[src/rtl/ex_if.sv]
// Execute-stage bundle: stall vector and ID->EX bus in, MEM/ID/data-SRAM buses out.
// The ID/pipeline side drives as master, the EX stage consumes as slave.
interface ex_if;
  logic [5:0]   stall;
  logic [158:0] id_to_ex_bus;
  logic [140:0] ex_to_mem_bus;
  logic [37:0]  ex_to_id_bus;
  logic         ex_is_load;
  logic         data_sram_en;
  logic [3:0]   data_sram_wen;
  logic [31:0]  data_sram_addr;
  logic [31:0]  data_sram_wdata;
  logic         stallreq_for_ex;

  modport master (
    output stall, id_to_ex_bus,
    input  ex_to_mem_bus, ex_to_id_bus, ex_is_load,
    input  data_sram_en, data_sram_wen, data_sram_addr, data_sram_wdata,
    input  stallreq_for_ex
  );

  modport slave (
    input  stall, id_to_ex_bus,
    output ex_to_mem_bus, ex_to_id_bus, ex_is_load,
    output data_sram_en, data_sram_wen, data_sram_addr, data_sram_wdata,
    output stallreq_for_ex
  );
endinterface

[src/rtl/ex.sv]
// Execute stage: pipeline register, one-hot ALU, data-SRAM request and a
// 32-step restoring divider that freezes the pipeline while it runs.
module ex (
  input  logic clk,
  input  logic rst,
  ex_if.slave  bus
);

  typedef enum logic [1:0] {
    IDLE = 2'd0,
    BUSY = 2'd1,
    DONE = 2'd2
  } div_state_e;

  logic [158:0] id_ex_q, id_ex_d;

  always_comb begin
    id_ex_d = id_ex_q;
    if (bus.stall[2] && !bus.stall[3]) begin
      id_ex_d = '0;
    end else if (!bus.stall[2]) begin
      id_ex_d = bus.id_to_ex_bus;
    end
  end

  always_ff @(posedge clk or negedge rst) begin
    if (!rst) id_ex_q <= '0;
    else      id_ex_q <= id_ex_d;
  end

  logic [31:0] pc, inst, data1, data2;
  logic [11:0] alu_op;
  logic [2:0]  sel_alu_src1;
  logic [3:0]  sel_alu_src2;
  logic        data_ram_en;
  logic [3:0]  data_ram_wen;
  logic        rf_we;
  logic [4:0]  rf_waddr;
  logic        sel_rf_res;

  assign {pc, inst, alu_op, sel_alu_src1, sel_alu_src2, data_ram_en, data_ram_wen,
          rf_we, rf_waddr, sel_rf_res, data1, data2} = id_ex_q;

  logic unused_bits;
  assign unused_bits = ^{bus.stall[5:4], bus.stall[1:0], inst[25:16]};

  // ALU: operand selects and op selects are one-hot, combined by AND-OR
  logic [31:0] src1, src2, imm_sext, imm_zext;
  logic [31:0] sum, diff, sra_res, alu_res;
  logic        slt, sltu;

  assign imm_sext = {{16{inst[15]}}, inst[15:0]};
  assign imm_zext = {16'b0, inst[15:0]};

  always_comb begin
    src1 = ({32{sel_alu_src1[0]}} & data1)
         | ({32{sel_alu_src1[1]}} & pc)
         | ({32{sel_alu_src1[2]}} & {27'b0, inst[10:6]});
    src2 = ({32{sel_alu_src2[0]}} & data2)
         | ({32{sel_alu_src2[1]}} & imm_sext)
         | ({32{sel_alu_src2[2]}} & 32'd8)
         | ({32{sel_alu_src2[3]}} & imm_zext);
  end

  assign sum     = src1 + src2;
  assign diff    = src1 - src2;
  assign slt     = $signed(src1) < $signed(src2);
  assign sltu    = src1 < src2;
  assign sra_res = $signed(src2) >>> src1[4:0];

  always_comb begin
    alu_res = '0;
    alu_res = alu_res
            | ({32{alu_op[11]}} & sum)
            | ({32{alu_op[10]}} & diff)
            | ({32{alu_op[9]}}  & {31'b0, slt})
            | ({32{alu_op[8]}}  & {31'b0, sltu})
            | ({32{alu_op[7]}}  & (src1 & src2))
            | ({32{alu_op[6]}}  & ~(src1 | src2))
            | ({32{alu_op[5]}}  & (src1 | src2))
            | ({32{alu_op[4]}}  & (src1 ^ src2))
            | ({32{alu_op[3]}}  & (src2 << src1[4:0]))
            | ({32{alu_op[2]}}  & (src2 >> src1[4:0]))
            | ({32{alu_op[1]}}  & sra_res)
            | ({32{alu_op[0]}}  & {src2[15:0], 16'b0});
  end

  logic is_div, is_divu, div_req;
  assign is_div  = (inst[31:26] == 6'b0) && (inst[5:0] == 6'h1A);
  assign is_divu = (inst[31:26] == 6'b0) && (inst[5:0] == 6'h1B);
  assign div_req = is_div | is_divu;

  div_state_e  state_q, state_d;
  logic [4:0]  cnt_q, cnt_d;
  logic [31:0] rem_q, rem_d;
  logic [31:0] quot_q, quot_d;
  logic [31:0] divisor_q, divisor_d;
  logic [31:0] dividend_q, dividend_d;
  logic        neg_quot_q, neg_quot_d;
  logic        neg_rem_q, neg_rem_d;
  logic        first_q, first_d;

  logic [32:0] shifted, trial;
  logic        stallreq;
  logic        hilo_we;
  logic [31:0] hi_wdata, lo_wdata;

  // quot_q starts as the dividend and shifts its bits into the remainder,
  // refilling from the bottom with quotient bits
  always_comb begin
    state_d    = state_q;
    cnt_d      = cnt_q;
    rem_d      = rem_q;
    quot_d     = quot_q;
    divisor_d  = divisor_q;
    dividend_d = dividend_q;
    neg_quot_d = neg_quot_q;
    neg_rem_d  = neg_rem_q;
    first_d    = 1'b0;
    stallreq   = 1'b0;
    hilo_we    = 1'b0;
    hi_wdata   = '0;
    lo_wdata   = '0;
    shifted    = {rem_q, quot_q[31]};
    trial      = shifted - {1'b0, divisor_q};

    unique case (state_q)
      IDLE: begin
        if (div_req) begin
          stallreq   = 1'b1;
          state_d    = BUSY;
          cnt_d      = '0;
          rem_d      = '0;
          dividend_d = data1;
          quot_d     = (is_div && data1[31]) ? (~data1 + 32'd1) : data1;
          divisor_d  = (is_div && data2[31]) ? (~data2 + 32'd1) : data2;
          neg_quot_d = is_div && (data1[31] ^ data2[31]);
          neg_rem_d  = is_div && data1[31];
        end
      end
      BUSY: begin
        stallreq = 1'b1;
        if (!trial[32]) begin
          rem_d  = trial[31:0];
          quot_d = {quot_q[30:0], 1'b1};
        end else begin
          rem_d  = shifted[31:0];
          quot_d = {quot_q[30:0], 1'b0};
        end
        cnt_d = cnt_q + 5'd1;
        if (cnt_q == 5'd31) begin
          state_d = DONE;
          first_d = 1'b1;
        end
      end
      DONE: begin
        hilo_we = first_q;
        if (divisor_q == '0) begin
          lo_wdata = '1;
          hi_wdata = dividend_q;
        end else begin
          lo_wdata = neg_quot_q ? (~quot_q + 32'd1) : quot_q;
          hi_wdata = neg_rem_q  ? (~rem_q + 32'd1)  : rem_q;
        end
        if (!bus.stall[2]) state_d = IDLE;
      end
      default: state_d = IDLE;
    endcase
  end

  always_ff @(posedge clk or negedge rst) begin
    if (!rst) begin
      state_q    <= IDLE;
      cnt_q      <= '0;
      rem_q      <= '0;
      quot_q     <= '0;
      divisor_q  <= '0;
      dividend_q <= '0;
      neg_quot_q <= 1'b0;
      neg_rem_q  <= 1'b0;
      first_q    <= 1'b0;
    end else begin
      state_q    <= state_d;
      cnt_q      <= cnt_d;
      rem_q      <= rem_d;
      quot_q     <= quot_d;
      divisor_q  <= divisor_d;
      dividend_q <= dividend_d;
      neg_quot_q <= neg_quot_d;
      neg_rem_q  <= neg_rem_d;
      first_q    <= first_d;
    end
  end

  assign bus.stallreq_for_ex = stallreq;
  assign bus.ex_is_load      = sel_rf_res;
  assign bus.ex_to_id_bus    = {rf_we, rf_waddr, alu_res};
  assign bus.ex_to_mem_bus   = {pc, data_ram_en, data_ram_wen, sel_rf_res, rf_we, rf_waddr,
                                alu_res, hilo_we, hi_wdata, lo_wdata};

  assign bus.data_sram_en    = data_ram_en & ~stallreq;
  assign bus.data_sram_wen   = stallreq ? 4'b0 : data_ram_wen;
  assign bus.data_sram_addr  = stallreq ? '0 : alu_res;
  assign bus.data_sram_wdata = stallreq ? '0 : data2;

endmodule

[src/flat_wrapper.sv]
// flat-port wrapper written by rule: the top's interface ports become plain ports
module ex_flat 
  (clk, rst, bus_stall, bus_id_to_ex_bus, bus_ex_to_mem_bus, bus_ex_to_id_bus, bus_ex_is_load, bus_data_sram_en, bus_data_sram_wen, bus_data_sram_addr, bus_data_sram_wdata, bus_stallreq_for_ex);
  ex_if bus_i ();
  input  logic clk;
  input  logic rst;
  input wire logic [$bits(bus_i.stall)-1:0] bus_stall;
  input wire logic [$bits(bus_i.id_to_ex_bus)-1:0] bus_id_to_ex_bus;
  output wire logic [$bits(bus_i.ex_to_mem_bus)-1:0] bus_ex_to_mem_bus;
  output wire logic [$bits(bus_i.ex_to_id_bus)-1:0] bus_ex_to_id_bus;
  output wire logic [$bits(bus_i.ex_is_load)-1:0] bus_ex_is_load;
  output wire logic [$bits(bus_i.data_sram_en)-1:0] bus_data_sram_en;
  output wire logic [$bits(bus_i.data_sram_wen)-1:0] bus_data_sram_wen;
  output wire logic [$bits(bus_i.data_sram_addr)-1:0] bus_data_sram_addr;
  output wire logic [$bits(bus_i.data_sram_wdata)-1:0] bus_data_sram_wdata;
  output wire logic [$bits(bus_i.stallreq_for_ex)-1:0] bus_stallreq_for_ex;
  assign bus_i.stall = bus_stall;
  assign bus_i.id_to_ex_bus = bus_id_to_ex_bus;
  assign bus_ex_to_mem_bus = bus_i.ex_to_mem_bus;
  assign bus_ex_to_id_bus = bus_i.ex_to_id_bus;
  assign bus_ex_is_load = bus_i.ex_is_load;
  assign bus_data_sram_en = bus_i.data_sram_en;
  assign bus_data_sram_wen = bus_i.data_sram_wen;
  assign bus_data_sram_addr = bus_i.data_sram_addr;
  assign bus_data_sram_wdata = bus_i.data_sram_wdata;
  assign bus_stallreq_for_ex = bus_i.stallreq_for_ex;
  ex u_core (.clk(clk), .rst(rst), .bus(bus_i));
endmodule
[config.mk]
export PLATFORM = sky130hd
export DESIGN_NAME = ex_flat
export DESIGN_NICKNAME = d
export VERILOG_FILES = /design/src/rtl/ex_if.sv /design/src/rtl/ex.sv /design/src/flat_wrapper.sv
export SDC_FILE = /design/constraint.sdc
export NUM_CORES = 1
export LEC_CHECK = 0
export BUFFER_PORTS_ARGS = -buffer_cell sky130_fd_sc_hd__buf_4
export CORE_UTILIZATION = 59
export CTS_CLUSTER_SIZE = 12
export DETAILED_ROUTE_END_ITERATION = 12
export PLACE_DENSITY = 0.83
export SKIP_CTS_REPAIR_TIMING = 1
export SLEW_MARGIN = 5
export SYNTH_ARGS = -nofsm -noshare
export SYNTH_HDL_FRONTEND = slang
export SYNTH_SLANG_ARGS = --single-unit
[constraint.sdc]
create_clock -name clk -period 7.1 [get_ports clk]
set_input_delay 1.42 -clock clk [delete_from_list [all_inputs] [get_ports clk]]
set_output_delay 1.42 -clock clk [all_outputs]
set_load 0.03 [all_outputs]
### Word level (Yosys, flattened, before mapping)

Index checks and enable logic that the tools add are counted.

| storage, ports and cells | value |
|---|---|
| output and inout port bits | 250 |
| input bits | 167 |
| bits in registers | 297 |
| word-level logic and storage cells | 122 |

| cells by class | value |
|---|---|
| mux-type cells | 30 |
| add/sub/neg operators | 8 |
| equality and inequality tests | 9 |
| magnitude comparators | 2 |
| reduce and logical (&&, ||, !) cells | 14 |
| bitwise operators | 46 |
| shifts and indexed selects | 3 |

Operators with widths:

| cell | number |
|---|---|
| $or A32 B32 Y32 | 16 |
| $and A32 B32 Y32 | 15 |
| $mux W32 | 13 |
| $mux W159 | 2 |
| $not A32 Y32 | 5 |
| $add A32 B1 Y32 const B | 4 |
| $pmux W32 S2 | 2 |
| $and A32 B1 Y32 | 2 |
| $lt A32 B32 Y1 | 2 |
| $sub A33 B32 Y33 | 1 |
| $add A32 B32 Y32 | 1 |
| $and A32 B16 Y32 | 1 |
| $and A32 B5 Y32 | 1 |
| $logic_not A32 Y1 | 1 |
| $or A32 B4 Y32 | 1 |
| $shl A32 B5 Y32 | 1 |
| $shr A32 B5 Y32 | 1 |
| $sshr A32 B5 Y32 | 1 |
| $sub A32 B32 Y32 | 1 |
| $xor A32 B32 Y32 | 1 |
| $eq A6 B5 Y1 const B | 2 |
| $pmux W5 S2 | 1 |
| $logic_and A1 B1 Y1 | 6 |
| $logic_not A6 Y1 | 1 |
| 21 further kinds | 30 |

### Longest topological paths before layout

Gate-level depths: netlist of the first run.

| depth | value |
|---|---|
| depth after elaboration | 18 |
| mapped depth | 19 |
| depth with buffers taken out | 14 |

### Worst setup path before layout of the first run

No wires, ideal clock.

| path | value |
|---|---|
| path kind | register -> output |
| start | reg u_core.id_ex_q[82] |
| end | out bus_data_sram_addr[24] |
| cell stages (with the launch flop) | 18 |
| data required time | 5.680 ns |
| buffers on the path | 4 |
| slack | 1.125 ns |
| data arrival time | 4.555 ns |
| cell sequence | dfrtp_1 -> a22oi_1 -> nand2_1 -> inv_1 -> clkbuf_1 -> buf_1 -> clkbuf_1 -> clkbuf_1 -> fa_1 -> nor2b_1 -> o31ai_1 -> a211o_1 -> a31oi_1 -> o311ai_0 -> a21oi_1 -> xnor2_1 -> o2111ai_1 -> and2_1 |

| between the ends | value |
|---|---|
| longest elaborated chain between the ends | 16 |
| elaborated cells between the ends (all ways) | 32 |
| classes of those cells | add/sub: 2; shift: 3; mux: 1; bitwise: 26 |

RTL lines:

| what | line | source |
|---|---|---|
| from (decl) | ex.sv:15 | `logic [158:0] id_ex_q, id_ex_d;` |
| from (signal assigned) | ex.sv:28 | `else id_ex_q <= id_ex_d;` |
| $and A32 B5 Y32 * | ex.sv:58 | `\| ({32{sel_alu_src1[2]}} & {27'b0, inst[10:6]});` |
| $or A32 B32 Y32 * | ex.sv:58 |  |
| $add A32 B32 Y32 or $sub A32 B32 Y32 (tied branches) | ex.sv:65, ex.sv:66 |  |
| $and A32 B32 Y32 (on tied branches) | ex.sv:74, ex.sv:75 |  |
| $or A32 B32 Y32 | ex.sv:75 | `\| ({32{alu_op[10]}} & diff)` |
| $or A32 B32 Y32 | ex.sv:76 | `\| ({32{alu_op[9]}} & {31'b0, slt})` |
| $or A32 B32 Y32 | ex.sv:77 | `\| ({32{alu_op[8]}} & {31'b0, sltu})` |
| $or A32 B32 Y32 | ex.sv:78 | `\| ({32{alu_op[7]}} & (src1 & src2))` |
| $or A32 B32 Y32 | ex.sv:79 | `\| ({32{alu_op[6]}} & ~(src1 \| src2))` |
| $or A32 B32 Y32 | ex.sv:80 | `\| ({32{alu_op[5]}} & (src1 \| src2))` |
| $or A32 B32 Y32 | ex.sv:81 | `\| ({32{alu_op[4]}} & (src1 ^ src2))` |
| $or A32 B32 Y32 | ex.sv:82 | `\| ({32{alu_op[3]}} & (src2 << src1[4:0]))` |
| $or A32 B32 Y32 | ex.sv:83 | `\| ({32{alu_op[2]}} & (src2 >> src1[4:0]))` |
| $or A32 B32 Y32 * | ex.sv:84 | `\| ({32{alu_op[1]}} & sra_res)` |
| $or A32 B32 Y32 * | ex.sv:85 | `\| ({32{alu_op[0]}} & {src2[15:0], 16'b0});` |
| via bus_ex_to_id_bus[24] | flat_wrapper.sv:10 | `output wire logic [$bits(bus_i.ex_to_id_bus)-1:0] bus_ex_to_id_bus;` |
| $mux W32 * | ex.sv:203 | `assign bus.data_sram_addr = stallreq ? '0 : alu_res;` |
| to (decl) | flat_wrapper.sv:14 | `output wire logic [$bits(bus_i.data_sram_addr)-1:0] bus_data_sram_addr;` |

Mark *: on every way through the listed nets, which the timed path passes. The rest lies on a longest branch.

### Worst setup path in the final report of the first run

| path | value |
|---|---|
| start | reg u_core.id_ex_q[77] |
| end | out bus_data_sram_addr[22] |

| between the ends | value |
|---|---|
| longest elaborated chain between the ends | 18 |
| elaborated cells between the ends (all ways) | 35 |
| classes of those cells | add/sub: 2; shift: 3; mux: 1; bitwise: 29 |

RTL lines:

| what | line | source |
|---|---|---|
| $and A32 B32 Y32 * | ex.sv:60 | `\| ({32{sel_alu_src2[1]}} & imm_sext)` |
| $or A32 B32 Y32 * | ex.sv:60 |  |
| $or A32 B4 Y32 * | ex.sv:61 | `\| ({32{sel_alu_src2[2]}} & 32'd8)` |
| $or A32 B32 Y32 * | ex.sv:62 | `\| ({32{sel_alu_src2[3]}} & imm_zext);` |
| $add A32 B32 Y32 or $sub A32 B32 Y32 (tied branches) | ex.sv:65, ex.sv:66 |  |
| $and A32 B32 Y32 (on tied branches) | ex.sv:74, ex.sv:75 |  |
| $or A32 B32 Y32 | ex.sv:75 |  |
| $or A32 B32 Y32 | ex.sv:76 |  |
| (+2 left out) | -- |  |
| $or A32 B32 Y32 | ex.sv:79 |  |
| $or A32 B32 Y32 | ex.sv:80 |  |
| $or A32 B32 Y32 | ex.sv:81 |  |
| $or A32 B32 Y32 | ex.sv:82 |  |
| $or A32 B32 Y32 | ex.sv:83 |  |
| $or A32 B32 Y32 | ex.sv:84 |  |
| $or A32 B32 Y32 * | ex.sv:85 |  |
| $mux W32 * | ex.sv:203 |  |

Every way passes the cells marked *; elsewhere a longest branch is shown, timed or not.

==> results of run 1 <==
## cell usage after synthesis (19+ instances only)
| library cell | count |
|---|---|
| a211oi_1 | 70 |
| a21o_1 | 37 |
| a21oi_1 | 214 |
| a221oi_1 | 38 |
| a22o_1 | 190 |
| a22oi_1 | 67 |
| a31oi_1 | 34 |
| and2_1 | 33 |
| and3_1 | 45 |
| buf_1 | 29 |
| buf_4 | 87 |
| clkbuf_1 | 215 |
| dfrtp_1 | 287 |
| ha_1 | 135 |
| inv_1 | 156 |
| mux2i_1 | 114 |
| nand2_1 | 354 |
| nand2b_1 | 31 |
| nand3_1 | 100 |
| nand4_1 | 19 |
| nor2_1 | 183 |
| nor2b_1 | 26 |
| nor3_1 | 45 |
| nor4_1 | 21 |
| o211ai_1 | 38 |
| o21ai_0 | 275 |
| o21bai_1 | 20 |
| o31ai_1 | 42 |
| o41ai_1 | 19 |
| or3_1 | 22 |
| or4_1 | 19 |
| xnor2_1 | 62 |
| xor2_1 | 102 |
## power by group through the flow
stage          clock network, mW  logic [mW]  registers, mW
3_3_place_gp                   0        4.93           2.17
6_report                    1.82        5.29           2.20
3_5_place_dp                   0        5.08           2.19
5_1_grt                     1.87        5.59           2.21
4_1_cts                     1.81        5.13           2.17
2_1_floorplan                  0        3.75           2.03
## metal layers
metal	global-route usage [%]	wire, um	up-vias	part of all wire, %
met5	0	24	-	0.021
met4	35.4	10100	4	8.8
met3	10.3	13100	585	11
met2	74.4	50200	2332	44
met1	60.0	41200	13900	36
li1	-	-	12500	-
## final cells by class
class / count / area, um2 / area share [%]
timing repair buffer: 471 / 3560 / 11.7
tap: 592 / 741 / 2.44
clock buffer: 43 / 976 / 3.21
sequential: 287 / 7180 / 23.7
inverter: 160 / 603 / 1.99
clock inverter: 15 / 164 / 0.540
multi-input combinational: 2556 / 17100 / 56.5
antenna: 1 / 2.50 / 0.00824
## cell usage in the layout (no fill, tap or decap), drive strengths merged, types with 19 or more instances in the layout
cell / n
a22oi: 67
a21oi: 214
nor4: 22
dfrtp: 287
nor2: 183
a21o: 37
and2: 33
nand3: 100
nand2b: 31
nor3: 45
xor2: 102
nor2b: 26
ha: 135
inv: 160
nand4: 19
clkbuf: 43
o21ai: 277
and3: 45
o41ai: 20
a221oi: 38
o31ai: 45
o21bai: 20
buf: 471
or3: 25
o211ai: 38
a31oi: 34
a211oi: 70
mux2i: 114
nand2: 354
xnor2: 62
or4: 25
a22o: 190
## cells by family (layout without fill, tap and decap cells)
kind of cell	after synthesis	in the layout
AOI/OAI and AO/OA	1189	1189
xor gates and xnor gates	164	164
adders and majority gates	138	138
buffers and inverters	501	689
DFF	287	287
muxes	131	131
other	0	1
and+or+nand+nor	934	934
## flip-flops by register name (all words and copies together), names as in the netlist
register	count
u_core.id_ex_q	149
u_core.dividend_q	32
u_core.divisor_q	32
u_core.quot_q	32
u_core.rem_q	32
u_core.cnt_q	5
u_core.state_q	2
u_core.first_q	1
u_core.neg_quot_q	1
u_core.neg_rem_q	1
## per-stage QoR
stage / TNS (ns) / instances / util (%) / setup WS, ns / hold slack [ns]
floorplan: 0 / 3344 / - / 1.13 / 0.445
global placement: 0 / 4066 / 66.1 / 1.09 / 0.460
detailed placement: 0 / 4066 / 66.1 / 1.00 / 0.469
CTS: 0 / 4124 / 68.7 / 0.363 / 0.482
global route: 0 / 4125 / 68.7 / 0.00843 / 0.505
finish: -0.00744 / 4125 / 68.7 / -0.00744 / 0.485
## worst max-delay path by stage
stage	start	endpoint
after floorplan	u_core.id_ex_q[82]	bus_data_sram_addr[24]
after global placement	u_core.id_ex_q[76]	bus_data_sram_addr[22]
after detailed placement	u_core.id_ex_q[76]	bus_data_sram_addr[22]
after CTS	u_core.id_ex_q[76]	bus_data_sram_addr[22]
after global routing	u_core.id_ex_q[77]	bus_data_sram_addr[22]
final	u_core.id_ex_q[77]	bus_data_sram_addr[22]
## critical path: cells and delay by family, from the launching register on
kind                     cells  cell delay [ns]
buffers and inverters        2             0.41
flip-flops                   1             0.43
AND/OR/NAND/NOR              3             0.82
adder cells (fa/ha/maj)      1             0.57
AO/OA/AOI/OAI                8             2.89
==> out/summary.txt, run 1 <==
Status: finished with violations
Violated checks: DRC, setup timing
HPWL after detailed placement: 84.4 mm
IO Pins: 417
Core Footprint: 44200 um2
DRT iter0 DRCs: 4532
Pwr Density: 307 nW/um2
Synth Warn #: 0
Total number of vias: 29400
Max-slew headroom: 22.3%
Register bit total from synthesis: 287
Flop pwr share: 23.6%
Initial core utilization: 59.9%
Pins Over Slew Limit: 0
Pleak: 13.9 nW
FF-to-FF End: u_core.rem_q[3]
R2r worst-path depth: 13
WS Path Type: reg2out
Sink Count: 287
Routed len/inst: 27.8 um
Sw power: 4.48 mW
Startpoint Class: flop
# nets final: 3816
Synth Flop Type: dfrtp_1
Hold crit path type: reg2reg
F_max: 141 MHz
Asr flop ratio synth: 100%
Final WL: 115 mm
Maximum VDD drop: 0.845 mV
Placed cell areas: 29200 um2
CP max-delay cell: o311ai_0
Layout cells sized above 1: 17.0%
FF-to-FF setup slack: 2.92 ns
Hold_sp: u_core.dividend_q[27]
Filler instances: 3455
Mux contribution to synthesized area: 5.03%
Sw Share: 48.2%
Worst Path Required: 5.68 ns
Synth cell types: 87
Final instance area: 30400 um2
Worst-Margin Slew: 1.17 ns
CP arrival: 5.69 ns
Syn_nets: 3649
Cts bufs inserted: 35
Drt via density: 7.12
Synth Area in Compound Gates: 30.8%
RSZ-0062 raised after global routing: no
EDFF count, synth: 0
Rows: 77
Antenna Violating Nets Remaining: 0
DIE AREA: 45800 um2
Initial antenna violation count: 6
Max Root-Sink Buffers: 3
Synthesized instance count: 3344
Clock share of power: 19.6%
Largest stage delay, worst path: 0.87 ns
Simple-gate share of the synthesized area: 16.7%
Synth area leaders: dfrtp_1, ha_1, a22o_1
CTS tree: done
Min cycle time layout: 7.11 ns
Mean post-synth cell area: 7.92 um2
Dominant cell type by area after synthesis: dfrtp_1
Vias in the first global route: 27400
GRT Resource Usage Total: 48.3%
Mapped cell area: 26500 um2
First-pass GRT wire length: 171 mm
Worst Path Max Fanout: 26
Clk_lat worst skew: 0.58 ns
Power, Total: 9.31 mW
Largest family of logic cells by synthesized area: compound AO/OA/AOI/OAI gates
Die Wd: 214 um
Die extent in y: 214 um
Largest net degree at the start of global routing: 179
Internal: 4.83 mW
Max-cap viol count: 0
Final Worst Setup Slack: -0.00744 ns
Setup Skew: 0.0432 ns
Adder-Cell Fraction of Synth Area: 6.60%
Post-synthesis sequential area ratio: 27.1%
Clock slew at reported path FFs: 0.06 ns
Root Driver: clkbuf_16
Logic pwr share: 56.8%
Drt drc: 1
Area share of xor/xnor cells in the synthesized design: 5.42%
Hold path cells: 2
Top cell type's share of synthesized area: 27.1%
Worst path cell trace: buf_4 -> o21ai_0 -> nand2_1 -> ha_1 -> o21a_1 -> o2111ai_1 -> a211o_1 -> a31oi_1 -> nor2_1 -> o311ai_0 -> o221a_2 -> o2111ai_1 -> and2_1 -> buf_4
Hold Fails Final Rpt: 0
Area Growth Syn to Fin: 14.6%
Placer congestion estimate: 1.11
Final period utilization: 100%
Drt first pass iters: 13
Gr ovfl total: 0
Worst hold endpoint: u_core.dividend_q[27]
H-tree Lvls: 2
IO buf count: 402
Crit path capture type: output pin
RR Startpoint: u_core.quot_q[31]
Final setup violation count: 1
Power figures use the tool's default switching activity.
==> inputs of run 2 (changes only) <==
--- a/config.mk
+++ b/config.mk
@@ -15,3 +15,4 @@
 export SYNTH_ARGS = -nofsm -noshare
 export SYNTH_HDL_FRONTEND = slang
 export SYNTH_SLANG_ARGS = --single-unit
+export TNS_END_PERCENT = 10
==> constraint.sdc (replaced) <==
create_clock -name clk -period 6.8 [get_ports clk]
set_input_delay 1.36 -clock clk [delete_from_list [all_inputs] [get_ports clk]]
set_output_delay 1.36 -clock clk [all_outputs]
set_load 0.03 [all_outputs]
==> out/summary.txt, run 2 (synthesis gave the netlist of run 1 again) <==
Min cycle time layout: 6.82 ns
Startpoint Class: flop
Die extent in y: 214 um
H-tree Lvls: 2
DRT iter0 DRCs: 4799
Clock slew at reported path FFs: 0.06 ns
Crit path capture type: output pin
Place WS: 0.538 ns
Pins Over Slew Limit: 0
Area Growth Syn to Fin: 14.6%
Drt via density: 7.16
Initial core utilization: 59.9%
Final Worst Setup Slack: -0.0237 ns
Violated checks: setup timing
CP arrival: 5.46 ns
Hold Fails Final Rpt: 0
IO buf count: 402
WS Path Type: reg2out
Worst Path Max Fanout: 15
Drt drc: 0
Initial antenna violation count: 2
Layout cells sized above 1: 17.1%
RSZ-0062 raised after global routing: no
Placer congestion estimate: 1.12
Top reg by flops: u_core.id_ex_q
First-pass GRT wire length: 173 mm
Most common cell after layout, fill and taps aside: buf_4
Final period utilization: 100%
DIE AREA: 45800 um2
Post-Layout Cell Count: 4128
IO Pins: 417
Hold crit path type: reg2reg
Pwr Density: 319 nW/um2
F_max: 147 MHz
Final core occ: 68.7%
Worst-Margin Slew: 1.19 ns
Drt first pass iters: 8
Max Root-Sink Buffers: 3
CTS tree: done
GRT Resource Usage Total: 49.2%
Maximum VDD drop: 0.874 mV
Root Driver: clkbuf_16
Filler instances: 3429
Pleak: 13.9 nW
Routed len/inst: 28.2 um
Max-slew headroom: 20.9%
Status: finished with violations
Core Footprint: 44200 um2
Antenna Violating Nets Remaining: 0
Cts bufs inserted: 35
Final setup violation count: 2
Sink Count: 287
Worst Path Required: 5.44 ns
Setup Skew: 0.0395 ns
Final WL: 116 mm
Max-cap viol count: 0
Die Wd: 214 um
HPWL after detailed placement: 86.5 mm
Largest register FFs: 149
Vias in the first global route: 27600
Total number of vias: 29500
Rows: 77
Gr ovfl total: 0
Dpl cells: 4069
# nets final: 3819
Largest net degree at the start of global routing: 173
Most frequent cells in the layout: buf_4, nand2_1, dfrtp_1
Clk_lat worst skew: 0.59 ns
run 2: cell type report:
type	count	area (um2)	share of cell area [%]
antenna	1	2.50	0.00824
clock buffer	47	991	3.26
clock inverter	11	91.3	0.301
inverter	160	603	1.99
multi-input combinational	2556	17200	56.5
sequential	287	7180	23.7
tap	592	741	2.44
timing repair buffer	474	3590	11.8
run 2: power by group:
| part | switching, mW | leakage [nW] | internal (mW) | total [mW] |
|---|---|---|---|---|
| Clock | 0.812 | 0.535 | 1.03 | 1.84 |
| Combinational | 3.51 | 9.55 | 2.05 | 5.55 |
| Sequential | 0.401 | 3.77 | 1.90 | 2.30 |
| Total | 4.72 | 13.9 | 4.97 | 9.69 |
run 2: path summary, 6_finish.rpt:
| path | start | to | slack [ns] | depth (start not counted) |
|---|---|---|---|---|
| max | u_core.id_ex_q[79] | bus_data_sram_addr[30] | -0.02 | 14 |
| min | u_core.dividend_q[5] | u_core.dividend_q[5] | 0.48 | 2 |
| max reg2reg | u_core.quot_q[31] | u_core.rem_q[3] | 2.28 | 13 |
| min reg2reg | u_core.dividend_q[5] | u_core.dividend_q[5] | 0.48 | 2 |
| max in group asynchronous | rst | u_core.id_ex_q[7] | 4.39 | 2 |
| min in group asynchronous | rst | u_core.id_ex_q[84] | 0.86 | 1 |
run 2: metal layers:
metal	up-vias	track usage, %	share of wire [%]
li1	12500	-	-
met1	14000	60.1	35
met2	2404	75.3	44
met3	555	12.4	12
met4	2	36.4	8.7
met5	-	0	0.011
run 2: critical path: stages (launching register included):
cell	delay, ns
dfrtp_1	0.55
or2_2	0.41
a22o_1	0.31
ha_1	0.26
fa_1	0.46
nor2_1	0.18
o221ai_1	0.23
a21oi_1	0.62
a2111oi_1	0.24
nor3_1	0.25
nor2_1	0.13
o41a_1	0.48
mux2_2	0.36
a31oi_1	0.16
buf_4	0.20
run 2: through the flow:
stage / cell area, um2 / hold slack, ns / setup TNS (ns) / power [mW]
4_1_cts: 30300 / 0.478 / -0.154 / 9.47
3_5_place_dp: 29300 / 0.465 / 0 / 7.61
2_1_floorplan: 26500 / 0.445 / 0 / 6.04
3_3_place_gp: 29300 / 0.462 / 0 / 7.44
5_1_grt: 30400 / 0.499 / 0 / 10.0
6_report: 30400 / 0.481 / -0.0316 / 9.69
